**config.mk**
```make
export PLATFORM = sky130hd
export DESIGN_NAME = fp_norm_round
export DESIGN_NICKNAME = d
export VERILOG_FILES = /design/src/rtl/fp_pkg.sv /design/src/rtl/fp_round_rne.sv /design/src/rtl/fp_norm_round.sv
export SDC_FILE = /design/constraint.sdc
export NUM_CORES = 1
export LEC_CHECK = 0
export CORE_ASPECT_RATIO = 0.9
export CORE_MARGIN = 2
export CORE_UTILIZATION = 30
export CTS_CLUSTER_DIAMETER = 30
export DETAILED_ROUTE_END_ITERATION = 7
export DONT_BUFFER_PORTS = 1
export PLACE_DENSITY = 0.41
export SLEW_MARGIN = 20
export SYNTH_ARGS = -nofsm -noshare
export SYNTH_HDL_FRONTEND = slang
export SYNTH_HIERARCHICAL = 1
export SYNTH_SLANG_ARGS = --single-unit
```
**constraint.sdc**
```tcl
create_clock -name clk -period 3.1 [get_ports clk]
set_input_delay 0.31 -clock clk [delete_from_list [all_inputs] [get_ports clk]]
set_output_delay 0.31 -clock clk [all_outputs]
set_load 0.005 [all_outputs]
```
**src/rtl/fp_pkg.sv**
```systemverilog
// ---------------------------------------------------------------------------
// fp_pkg: shared constants, FSM encoding and IEEE-754 single word layout. Rev 1.0
// ---------------------------------------------------------------------------
`default_nettype none

package fp_pkg;
  localparam int         EXP_W      = 8;
  localparam int         FRAC_W     = 23;
  localparam int         MANT_RAW_W = 27;
  localparam logic [7:0] EXP_MAX    = 8'hFF;

  typedef enum logic [1:0] {
    ST_IDLE  = 2'd0,
    ST_NORM  = 2'd1,
    ST_ROUND = 2'd2,
    ST_DONE  = 2'd3
  } norm_state_t;

  typedef struct packed {
    logic              sign;
    logic [EXP_W-1:0]  exp;
    logic [FRAC_W-1:0] frac;
  } fp32_t;
endpackage

`default_nettype wire

```
**src/rtl/fp_round_rne.sv**
```systemverilog
// ---------------------------------------------------------------------------
// fp_round_rne: round-to-nearest-even increment, exponent adjust, overflow. Rev 1.0
// ---------------------------------------------------------------------------
`default_nettype none

module fp_round_rne #(
  parameter int EXP_W  = 8,
  parameter int FRAC_W = 23
) (
  input  logic [FRAC_W:0]   i_mant,
  input  logic              i_guard,
  input  logic              i_round,
  input  logic              i_sticky,
  input  logic [EXP_W:0]    i_exp,
  output logic [EXP_W-1:0]  o_exp,
  output logic [FRAC_W-1:0] o_frac,
  output logic              o_overflow,
  output logic              o_inexact
);
  import fp_pkg::*;

  logic              w_inc;
  logic [FRAC_W+1:0] w_sum;
  logic [EXP_W:0]    w_exp_adj;
  logic [FRAC_W-1:0] w_frac;

  assign w_inc = i_guard & (i_round | i_sticky | i_mant[0]);
  assign w_sum = {1'b0, i_mant} + {{(FRAC_W+1){1'b0}}, w_inc};

  // Carry-out renormalizes to 1.0; a subnormal rounding into the hidden bit becomes the smallest normal.
  always_comb begin
    w_exp_adj = i_exp;
    w_frac    = w_sum[FRAC_W-1:0];
    if (w_sum[FRAC_W+1]) begin
      w_exp_adj = i_exp + 1'b1;
      w_frac    = '0;
    end else if (i_exp == '0 && w_sum[FRAC_W]) begin
      w_exp_adj = {{EXP_W{1'b0}}, 1'b1};
    end
  end

  assign o_overflow = (w_exp_adj >= {1'b0, EXP_MAX});
  assign o_exp      = o_overflow ? EXP_MAX : w_exp_adj[EXP_W-1:0];
  assign o_frac     = o_overflow ? '0 : w_frac;
  assign o_inexact  = i_guard | i_round | i_sticky | o_overflow;
endmodule

`default_nettype wire

```
**src/rtl/fp_norm_round.sv**
```systemverilog
// ---------------------------------------------------------------------------
// fp_norm_round: iterative normalize (one bit/cycle) and RNE round after fpa. Rev 1.0
// ---------------------------------------------------------------------------
`default_nettype none

module fp_norm_round #(
  parameter int EXP_W  = fp_pkg::EXP_W,
  parameter int FRAC_W = fp_pkg::FRAC_W
) (
  input  logic                    clk,
  input  logic                    rst,
  input  logic                    in_valid,
  output logic                    in_ready,
  input  logic                    in_sign,
  input  logic [EXP_W-1:0]        in_exp,
  input  logic [FRAC_W+3:0]       in_mant,
  input  logic                    in_sticky,
  output logic                    out_valid,
  input  logic                    out_ready,
  output logic [EXP_W+FRAC_W:0]   out_result,
  output logic                    out_overflow,
  output logic                    out_inexact
);
  import fp_pkg::*;

  norm_state_t       r_state,    w_state_nxt;
  logic              r_sign,     w_sign_nxt;
  logic [EXP_W:0]    r_exp,      w_exp_nxt;
  logic [FRAC_W+3:0] r_mant,     w_mant_nxt;
  logic              r_sticky,   w_sticky_nxt;
  fp32_t             r_result,   w_result_nxt;
  logic              r_overflow, w_overflow_nxt;
  logic              r_inexact,  w_inexact_nxt;

  logic [EXP_W-1:0]  w_rnd_exp;
  logic [FRAC_W-1:0] w_rnd_frac;
  logic              w_rnd_ovf;
  logic              w_rnd_inx;

  fp_round_rne #(
    .EXP_W  (EXP_W),
    .FRAC_W (FRAC_W)
  ) u_round (
    .i_mant     (r_mant[FRAC_W+2:2]),
    .i_guard    (r_mant[1]),
    .i_round    (r_mant[0]),
    .i_sticky   (r_sticky),
    .i_exp      (r_exp),
    .o_exp      (w_rnd_exp),
    .o_frac     (w_rnd_frac),
    .o_overflow (w_rnd_ovf),
    .o_inexact  (w_rnd_inx)
  );

  always_comb begin
    w_state_nxt    = r_state;
    w_sign_nxt     = r_sign;
    w_exp_nxt      = r_exp;
    w_mant_nxt     = r_mant;
    w_sticky_nxt   = r_sticky;
    w_result_nxt   = r_result;
    w_overflow_nxt = r_overflow;
    w_inexact_nxt  = r_inexact;
    case (r_state)
      ST_IDLE: begin
        if (in_valid) begin
          w_sign_nxt   = in_sign;
          w_exp_nxt    = {1'b0, in_exp};
          w_mant_nxt   = in_mant;
          w_sticky_nxt = in_sticky;
          w_state_nxt  = ST_NORM;
        end
      end
      ST_NORM: begin
        if (r_exp == {1'b0, EXP_MAX}) begin
          w_result_nxt   = '{sign: r_sign, exp: EXP_MAX, frac: r_mant[FRAC_W+1:2]};
          w_overflow_nxt = 1'b0;
          w_inexact_nxt  = 1'b0;
          w_state_nxt    = ST_DONE;
        end else if (r_mant[FRAC_W+3]) begin
          w_mant_nxt   = {1'b0, r_mant[FRAC_W+3:1]};
          w_sticky_nxt = r_sticky | r_mant[0];
          w_exp_nxt    = r_exp + 1'b1;
          w_state_nxt  = ST_ROUND;
        end else if (r_mant[FRAC_W+2]) begin
          w_state_nxt = ST_ROUND;
        end else if (r_mant == '0 || r_exp <= {{EXP_W{1'b0}}, 1'b1}) begin
          // Zero or subnormal: stop shifting, the exponent floor is reached.
          w_exp_nxt   = '0;
          w_state_nxt = ST_ROUND;
        end else begin
          w_mant_nxt = {r_mant[FRAC_W+2:0], 1'b0};
          w_exp_nxt  = r_exp - 1'b1;
        end
      end
      ST_ROUND: begin
        w_result_nxt   = '{sign: r_sign, exp: w_rnd_exp, frac: w_rnd_frac};
        w_overflow_nxt = w_rnd_ovf;
        w_inexact_nxt  = w_rnd_inx;
        w_state_nxt    = ST_DONE;
      end
      ST_DONE: begin
        if (out_ready) w_state_nxt = ST_IDLE;
      end
      default: w_state_nxt = ST_IDLE;
    endcase
  end

  always_ff @(posedge clk or posedge rst) begin
    if (rst) begin
      r_state    <= ST_IDLE;
      r_sign     <= 1'b0;
      r_exp      <= '0;
      r_mant     <= '0;
      r_sticky   <= 1'b0;
      r_result   <= '0;
      r_overflow <= 1'b0;
      r_inexact  <= 1'b0;
    end else begin
      r_state    <= w_state_nxt;
      r_sign     <= w_sign_nxt;
      r_exp      <= w_exp_nxt;
      r_mant     <= w_mant_nxt;
      r_sticky   <= w_sticky_nxt;
      r_result   <= w_result_nxt;
      r_overflow <= w_overflow_nxt;
      r_inexact  <= w_inexact_nxt;
    end
  end

  assign in_ready     = (r_state == ST_IDLE);
  assign out_valid    = (r_state == ST_DONE);
  assign out_result   = r_result;
  assign out_overflow = r_overflow;
  assign out_inexact  = r_inexact;
endmodule

`default_nettype wire
```
; Word level (Yosys, flattened, before mapping)
; Index checks and enable logic that the tools add are counted.
[word_totals]
out_inout_bits = 36
in_bits = 41
mem_bits_ro = 0
latch_bits = 0
elab_cells = 81
memories = 0
ramBits = 0
reg_bits = 74
[classes]
magnitude_cmp = 2
n_div = 0
shifts = 0
add_sub_neg = 3
n_reduce_logical = 14
mux = 33
n_mul = 0
bitwise_logic = 6
eq_ne = 12
[ops]
columns = operator, count
row1 = two-way mux 26 bit, 3
row2 = case mux 32 bit (2 select lines), 1
row3 = two-way mux 9 bit, 7
row4 = two-way mux 27 bit, 2
row5 = case mux 27 bit (2 select lines), 1
row6 = two-way mux 23 bit, 2
row7 = two-way mux 32 bit, 1
row8 = zero test 27 bit, 1
row9 = adder 24 x 1 -> 25 bit, 1
row10 = case mux 9 bit (2 select lines), 1
row11 = two-way mux 2 bit, 6
row12 = "adder 9 x 1 -> 9 bit, second input constant", 1
row13 = "== test 9 x 8 -> 1 bit, second input constant", 1
row14 = ">= comparator 9 x 8 -> 1 bit, second input constant", 1
row15 = "<= comparator 9 x 1 -> 1 bit, second input constant", 1
row16 = zero test 9 bit, 1
row17 = "subtractor 9 x 1 -> 9 bit, second input constant", 1
row18 = two-way mux 8 bit, 1
row19 = "!= test 2 bit, second input constant", 4
row20 = case mux 2 bit (4 select lines), 1
row21 = AND reduction 4 bit, 2
row22 = "!= test 3 bit, second input constant", 2
row23 = case mux 1 bit (2 select lines), 3
row24 = AND reduction 3 bit, 2
row25 = 13 further kinds, 23

; Depth between registers and ports, before layout
[depth]
word_depth = 10
depth_mapped = 11
ltp_nobuf = 10

; Hierarchy
; The synthesis kept the hierarchy.
[by_module_without_submodules]
columns = mod, instances, area_per_inst_um2, seq_area_each_um2, cells_per_inst
row1 = fp_norm_round, 1, 4485.6, 1851.8, 474
row2 = fp_round_rne, 1, 1134.8, 0.0, 174

; Worst setup path after synthesis
; OpenSTA, ideal clock, no wires.
[synth_path]
kind = register -> register
from = register r_mant[2]
to = register r_result, in the netlist out_result[15]
setup_time_ns = 0.135
path_slack_ns = 0.536
path_stages_with_launch = 12
n_path_buf = 1
t_arrival_ns = 2.429
required_ns = 2.965
period_less_slack_ns = 2.564
cell_sequence = dfrtp_1 and2_1 ha_1 nand4_1 or3_4 nor4_2 xor2_1 o2111a_2 buf_8 nor4_2 mux2i_1 o21ai_0
[synth_via]
elab_chain_cells = 9
elab_cells_between_ends = 10
classes_between = add/sub (1) / order compare (1) / mux (5) / bitwise (2) / reduce/logical (1)
[synth_rtl]
columns = item, line_no
row1 = from (decl), fp_norm_round.sv:29  ; logic [FRAC_W+3:0] r_mant, w_mant_nxt;
row2 = from (signal assigned), fp_norm_round.sv:123  ; r_mant <= w_mant_nxt;
row3 = OR 1 bit, fp_round_rne.sv:27  ; assign w_inc = i_guard & (i_round | i_sticky | i_mant[0]);
row4 = bitwise AND 1 bit, fp_round_rne.sv:27
row5 = adder 24 x 1 -> 25 bit (*), fp_round_rne.sv:28  ; assign w_sum = {1'b0, i_mant} + {{(FRAC_W+1){1'b0}}, w_inc};
row6 = logical AND 1 bit, fp_round_rne.sv:37  ; end else if (i_exp == '0 && w_sum[FRAC_W]) begin
row7 = two-way mux 9 bit, fp_round_rne.sv:37
row8 = two-way mux 9 bit, fp_round_rne.sv:34  ; if (w_sum[FRAC_W+1]) begin
row9 = >= comparator 9 x 8 -> 1 bit, fp_round_rne.sv:42  ; assign o_overflow = (w_exp_adj >= {1'b0, EXP_MAX});
row10 = two-way mux 23 bit (*), fp_round_rne.sv:44  ; assign o_frac = o_overflow ? '0 : w_frac;
row11 = net w_rnd_frac[15], fp_norm_round.sv:36  ; logic [FRAC_W-1:0] w_rnd_frac;
row12 = case mux 32 bit (2 select lines) (*), fp_norm_round.sv:64  ; case (r_state)
row13 = to (signal assigned), fp_norm_round.sv:125  ; r_result <= w_result_nxt;
row14 = to (decl), fp_norm_round.sv:31  ; fp32_t r_result, w_result_nxt;
; The timed path passes the listed nets; every way through them passes the cells marked *.
; A chain may end at the register's enable or synchronous reset.

; Final worst setup path
[layout_path]
from = register r_exp[1]
to = register r_result, in the netlist out_result[19]
[layout_via]
elab_chain_cells = 7
elab_cells_between_ends = 11
classes_between = add/sub (1) / order compare (1) / eq/ne (2) / mux (4) / reduce/logical (3)
[layout_rtl]
columns = item, line_no
row1 = from (decl), fp_norm_round.sv:28  ; logic [EXP_W:0] r_exp, w_exp_nxt;
row2 = from (signal assigned), fp_norm_round.sv:122  ; r_exp <= w_exp_nxt;
row3 = branches (longest 3 deep; another with adder 9 x 1 -> 9 bit), n/a
row4 = two-way mux 9 bit (*), fp_round_rne.sv:34
row5 = >= comparator 9 x 8 -> 1 bit (*), fp_round_rne.sv:42
row6 = two-way mux 23 bit (*), fp_round_rne.sv:44
row7 = net w_rnd_frac[19], fp_norm_round.sv:36
row8 = case mux 32 bit (2 select lines) (*), fp_norm_round.sv:64
; Mark *: on every way through the listed nets, which the timed path passes.

==> flow_summary_export.csv <==
group,metric,value,unit
cts,cts.path.max_buffers,2,
placement,placed_area,6140,um2
yosys,yosysWarnings,6,
grt,antenna_found_initial,0,
sta,hold_violations,0,
yosys,netlist_area,5620,um2
detailed_routing,firstDrtPassIters,5,
pwr,combPwrFrac,60.4,%
yosys,syn_inst,648,
finish,multi_input_area,3480,um2
sta,setup_tns,0,ns
grt,grt_max_degree,51,
finish,syn2layout_area_growth,15.0,%
yosys,synth_edf_count,0,
finish,fin_nets,720,
placement,dp_hpwl,13300,um
grt,first_global_vias,4855,
pwr,intPower,4.02,mW
detailed_routing,vias,5053,
detailed_routing,drcViolationCount,0,
yosys,ys_seq_area_share,32.9,%
pwr,switchingPower,3.31,mW
pwr,p_per_area,1130,nW/um2
sta,rsz0062_at_grt,"no",
placement,dp_cells,900,
floorplanning,die_area,19800,um2
critical_path,worst_ep_required_time,3.36,ns
yosys,yosys.area.top_type,"dfrtp_1",
worst_hold_path,hp-class,"input pin to register",
finish,stdcell_area,6460,um2
finish,regArea,1850,um2
yosys,synthArstFlopShare,100,%
sta,worst_slew_pin_slew,0.845,ns
placement,portBuffers,0,
critical_path,cp-end-kind,"register",
grt,grt-ovfl-total,0,
detailed_routing,vias_per_cell,5.51,
sta,slew_headroom,43.7,%
run,max_cap_viol_count,0,
cts,cts_tree,"built",
cts,clk_latency,0.35,ns
cts,cts_setup_buffers,0,
finish,n_antenna_cell,0,
critical_path,worstPathArrival,3.05,ns
floorplanning,die_w,148,um
grt,grt_pass1_wl,28400,um
finish,drive_above_1_share,18.5,%
floorplanning,rows,47,
pwr,leakagePower,2.65,nW
outcome,run_status,"completed",
floorplanning,die_h,134,um
finish,fin_cells,917,
cts,cts_buffers,9,
finish,layout_commonest_cell,"nand2_1",
detailed_routing,wire_per_inst,19.7,um
cts,htree_levels,3,
pwr,pwr-share-clk,14.2,%
floorplanning,core_region_area,18400,um2
sta,setup_violations,0,
placement,gp_congestion,0.867,
finish,fillCellCount,1935,
yosys,ys_ff_latch,74,
cts,clk_pin_slew,0.06,ns
floorplanning,ios,77,
sta,finalClockSkew,0.0103,ns
critical_path,critPathKind,"register to register",
sta,finalCritPeriodShare,90.2,%
cts,cts_sinks,74,
detailed_routing,antenna_left,0,
pwr,p_seq_share,25.4,%
finish,mostFrequentLayoutCells,"nand2_1, dfrtp_1, buf_4",
pwr,swShare,45.2,%
critical_path,crit_path_start_kind,"register",
cts,root_buffer,"clkbuf_16",
sta,drv_slew,0,
sta,fmax,358,MHz
detailed_routing,drtIter0Drc,406,
yosys,synth_ff_type,"dfrtp_1",
yosys,syn-num-nets,700,
floorplanning,initial_utilization,30.5,%
critical_path,critPathMaxFanout,14,
grt,grtUsageTotal,18.5,%
pwr,ir_drop,0.000407,V
yosys,yosys.area.top_type_share,32.9,%
yosys,synthTopCellsByArea,"dfrtp_1, nand2_1, mux2_4",
yosys,ys_types,65,
detailed_routing,routed_wl,18100,um
sta,fin_crit,2.80,ns
yosys,syn_avg_cell_area,8.67,um2
[cell type report]
| cell class | count | area share [%] |
|---|---|---|
| flip-flops and latches | 74 | 28.7 |
| inverters | 18 | 1.05 |
| repair buffers | 56 | 7.24 |
| clock buffers | 12 | 3.81 |
| clock inverters | 3 | 0.620 |
| multi-input cells | 509 | 53.9 |
| well taps | 245 | 4.74 |
[cells by family (layout without fill, tap and decap cells)]
logic type,count (synthesis),in the layout,synth area share [%]
AO/OA/AOI/OAI,132,132,15.1
adder cells (fa/ha/maj),11,11,2.45
multiplexers,60,60,12.7
XOR/XNOR,38,38,5.92
buffers and inverters,65,89,5.45
AND/OR/NAND/NOR,268,268,25.4
flip-flops,74,74,32.9
[flip-flops by register name, indices dropped and copies added, names as in the netlist]
register and count:
out_overflow 1, out_result 32, r_sticky 1, out_inexact 1
r_sign 1, r_state 2, r_exp 9, r_mant 27
[power by group through the flow]
stage | Clock (mW) | Combinational [mW] | Sequential, mW
finish | 1.04 | 4.42 | 1.86
global route | 1.11 | 4.85 | 1.93
CTS | 1.07 | 4.35 | 1.87
detailed placement | 0 | 4.34 | 1.88
global placement | 0 | 4.29 | 1.87
floorplan | 0 | 3.04 | 1.94
[Yosys cell counts, types with 5 or more instances]
library cell	count
nand2_1	82
xor2_1	20
nor2_1	45
ha_1	11
and4_1	8
mux2_4	20
dfrtp_1	74
nor4_2	9
buf_2	5
nand4_1	25
mux2i_1	30
nand2b_1	5
o21ai_0	41
o22ai_1	20
a21oi_1	35
nor4_1	13
nor3_1	8
inv_1	18
nand3_1	51
and3_1	7
xnor2_1	18
mux2_2	10
clkbuf_1	33
[per-stage QoR]
stage	hold slack (ns)	utilization, %	power [mW]	setup slack (ns)
2_1_floorplan	0.436	-	4.98	0.536
3_3_place_gp	0.353	33.3	6.16	0.347
4_1_cts	0.0790	35.0	7.29	0.272
3_5_place_dp	0.355	33.3	6.22	0.281
5_1_grt	0.0974	35.1	7.90	0.0514
6_report	0.0905	35.1	7.32	0.303
[final timing paths]
kind / from / endpoint / slack (ns) / cells after the start
worst max-delay path: r_exp[1]$_DFFE_PP0P_ / out_result[19]$_DFFE_PP0P_ / 0.30 / 11
worst min-delay path: in_mant[25] / r_mant[25]$_DFFE_PP0P_ / 0.09 / 1
worst max register to register: r_exp[1]$_DFFE_PP0P_ / out_result[19]$_DFFE_PP0P_ / 0.30 / 11
worst min register to register: r_sign$_DFFE_PP0P_ / r_sign$_DFFE_PP0P_ / 0.50 / 1
max in group asynchronous: rst / out_inexact$_DFFE_PP0P_ / 1.73 / 3
min in group asynchronous: rst / out_result[26]$_DFFE_PP0P_ / 0.54 / 2
[timing repair]
item	4_1_cts	5_1_grt
hold buffers	1	0
gates resized for setup	0	0
hold endpoints to repair	26	0
[metal layers]
layer / vias up / part of all wire, % / track usage, %
met5: - / 0 / 0
met4: 0 / 1.6 / 5.08
met3: 23 / 6.7 / 4.86
met2: 155 / 43 / 27.3
met1: 2455 / 49 / 26.7
li1: 2420 / - / -
[worst max-delay path, cell delays in order (launching register included)]
cell and delay [ns]:
dfrtp_1 0.49, inv_1 0.15, ha_1 0.15, nor4b_1 0.30, nand2_1 0.09, o31ai_1 0.30
a211oi_1 0.14, o2111a_2 0.40, buf_12 0.19, nor4_2 0.22, mux2i_1 0.10, o21ai_0 0.17
Note: power is estimated with default switching activity, not from simulation.
==> RTL edit (same flow settings) <==
`EXP_W` is set to 8 in 2 places; all go to 12.
--- a/src/rtl/fp_pkg.sv
+++ b/src/rtl/fp_pkg.sv
@@ -6,3 +6,3 @@
 package fp_pkg;
-  localparam int         EXP_W      = 8;
+  localparam int         EXP_W      = 12;
   localparam int         FRAC_W     = 23;
--- a/src/rtl/fp_round_rne.sv
+++ b/src/rtl/fp_round_rne.sv
@@ -6,3 +6,3 @@
 module fp_round_rne #(
-  parameter int EXP_W  = 8,
+  parameter int EXP_W  = 12,
   parameter int FRAC_W = 23
Ports: changed (resized in_exp and out_result); port bits go from 77 to 85. The function was not compared with the original's and may differ.
==> RTL edit against the unedited design <==
Area after synthesis rose by 9.3%; largest cell class unchanged; core utilization fell by 0.43 points; worst setup slack got worse by 0.032 ns; design area rose by 7.6%; wire length rose by 7.5%; sequential cell count rose by 8; power rose by 4.5%; critical path depth did not move; highest routed layer unchanged.
==> RTL edit: results (changes against the unedited design) <==
[sta]
holdWs_ns=0.105  ; +0.0145 ns
max_slew_margin_pct=39.6  ; -4.1 points

[layout]
multi_input_cells=607  ; +19%
area_growth_pct=13.1
seqCellArea_um2=2050  ; +11%
clk_share_pct=5.06  ; +0.62 points
num-fill-cells=2129  ; +10%
multi_input_area_share_pct=52.8  ; -1.1 points
fin_nets=840  ; +17%
drive_gt1_share_pct=11.6  ; -6.8 points
non_clock_buffer_count=49  ; -13%
final-nonclk-buf-share_pct=6.05  ; -1.2 points

[setup_path]
critPathMaxFanout=25  ; +11
cp_slowest_stage_delay_ns=0.53  ; +0.04 ns
r2r_slack_ns=0.27  ; -0.03 ns
crit_arrival_ns=3.02  ; -0.03 ns

[route]
firstDrtPassIters=7  ; +2
viasPerCell=5.33  ; -3.2%
drt_wl_total_um=19400  ; +7.5%
vias=5573  ; +10%

[die]
nWellTaps=255  ; +4.1%

[yosys]
yosys.area_share.adder_pct=2.04  ; -0.41 points
synth_mux_area_share_pct=4.76  ; -7.9 points
synth_common_cells=nand2_1, a21oi_1, dfrtp_1, nor2_1, nor3_1
synth-seq-area-share_pct=33.4  ; +0.44 points
synthXorXnorAreaFrac_pct=5.13  ; -0.79 points
syn_avg_cell_area_um2=7.84  ; -9.6%
synth-seq-cells=82  ; +11%
synth.distinct_cells=73  ; +12%
synth_area_leaders=dfrtp_1, a21oi_1, nand2_1
synth_compound_area_share_pct=19.7  ; +4.6 points

[placed_design]
dp.cells=1028  ; +14%
place_hpwl_um=14300  ; +7.6%
gp_congestion=0.885  ; +2.1%

[worst_hold_path]
hold_depth=2  ; +1
worstHoldEndpoint=r_mant[26]
hold_path_startpoint=in_mant[26]

[pwr]
irDropWorstVdd_uv=387  ; -4.8%
leakagePower_nw=2.76  ; +4.4%

[global_routing]
grt_max_degree=56  ; +9.8%
grtUsageTotal_pct=18.0  ; -0.52 points
grt_first_pass_wirelength_um=30900  ; +8.6%
grt_pass1_vias=5411  ; +11%

[outcome]
status=complete, no violations

[RTL edit: cell count changes after synthesis, moves of 20 or more]
cell     unedited run  this run
nor3_1              8        38
o21ai_0            41        20
a21oi_1            35        85
nor2_1             45        79
buf_2               5        27
mux2_4             20         0
o21ai_1             1        30
[RTL edit: critical path, delay by kind of cell (launching register included)]
family                     cells  cell delay (ns)
AOI/OAI and AO/OA              4             0.73
adders and majority gates      1             0.15
buffers and inverters          2             0.35
DFF                            1             0.53
and+or+nand+nor                4             0.92
[RTL edit: routing by layer]
layer / GRT usage (%) / routed length (um) / share of wire [%] / up-vias
met5: 0 / 0 / 0 / -
met4: 3.70 / 171 / 0.88 / 0
met3: 4.45 / 1100 / 5.7 / 10
met2: 25.6 / 7920 / 41 / 154
met1: 27.3 / 10200 / 53 / 2629
li1: - / - / - / 2780
[RTL edit: cells by family after synthesis]
group / Yosys count
flops: 82
fa+ha+maj: 10
other cells: 1
xor+xnor: 36
buf+inv: 98
compound gates: 202
simple gates: 326
mux: 29
[RTL edit: worst max path at each step]
stage | start | endpoint | slack (ns) | cells past startpoint
3_3_place_gp | r_exp[2] | out_inexact | 0.34 | 10
4_1_cts | r_exp[1] | out_inexact | 0.28 | 11
6_report | r_exp[1] | out_inexact | 0.27 | 11
3_5_place_dp | r_exp[1] | out_inexact | 0.29 | 11
5_1_grt | r_exp[1] | out_inexact | 0.02 | 11
2_1_floorplan | r_exp[0] | out_result[11] | 0.49 | 11
[RTL edit: report_power, final]
part / internal [mW] / leakage, nW / switching [mW]
Sequential: 1.56 / 0.956 / 0.504
Combinational: 1.62 / 1.64 / 2.69
Clock: 0.813 / 0.173 / 0.469
Total: 3.99 / 2.76 / 3.66
[RTL edit: timing repair]
action / CTS / global route
resized for setup: 0 / 0
hold endpoints to repair: 33 / 0
hold buffers: 1 / 0
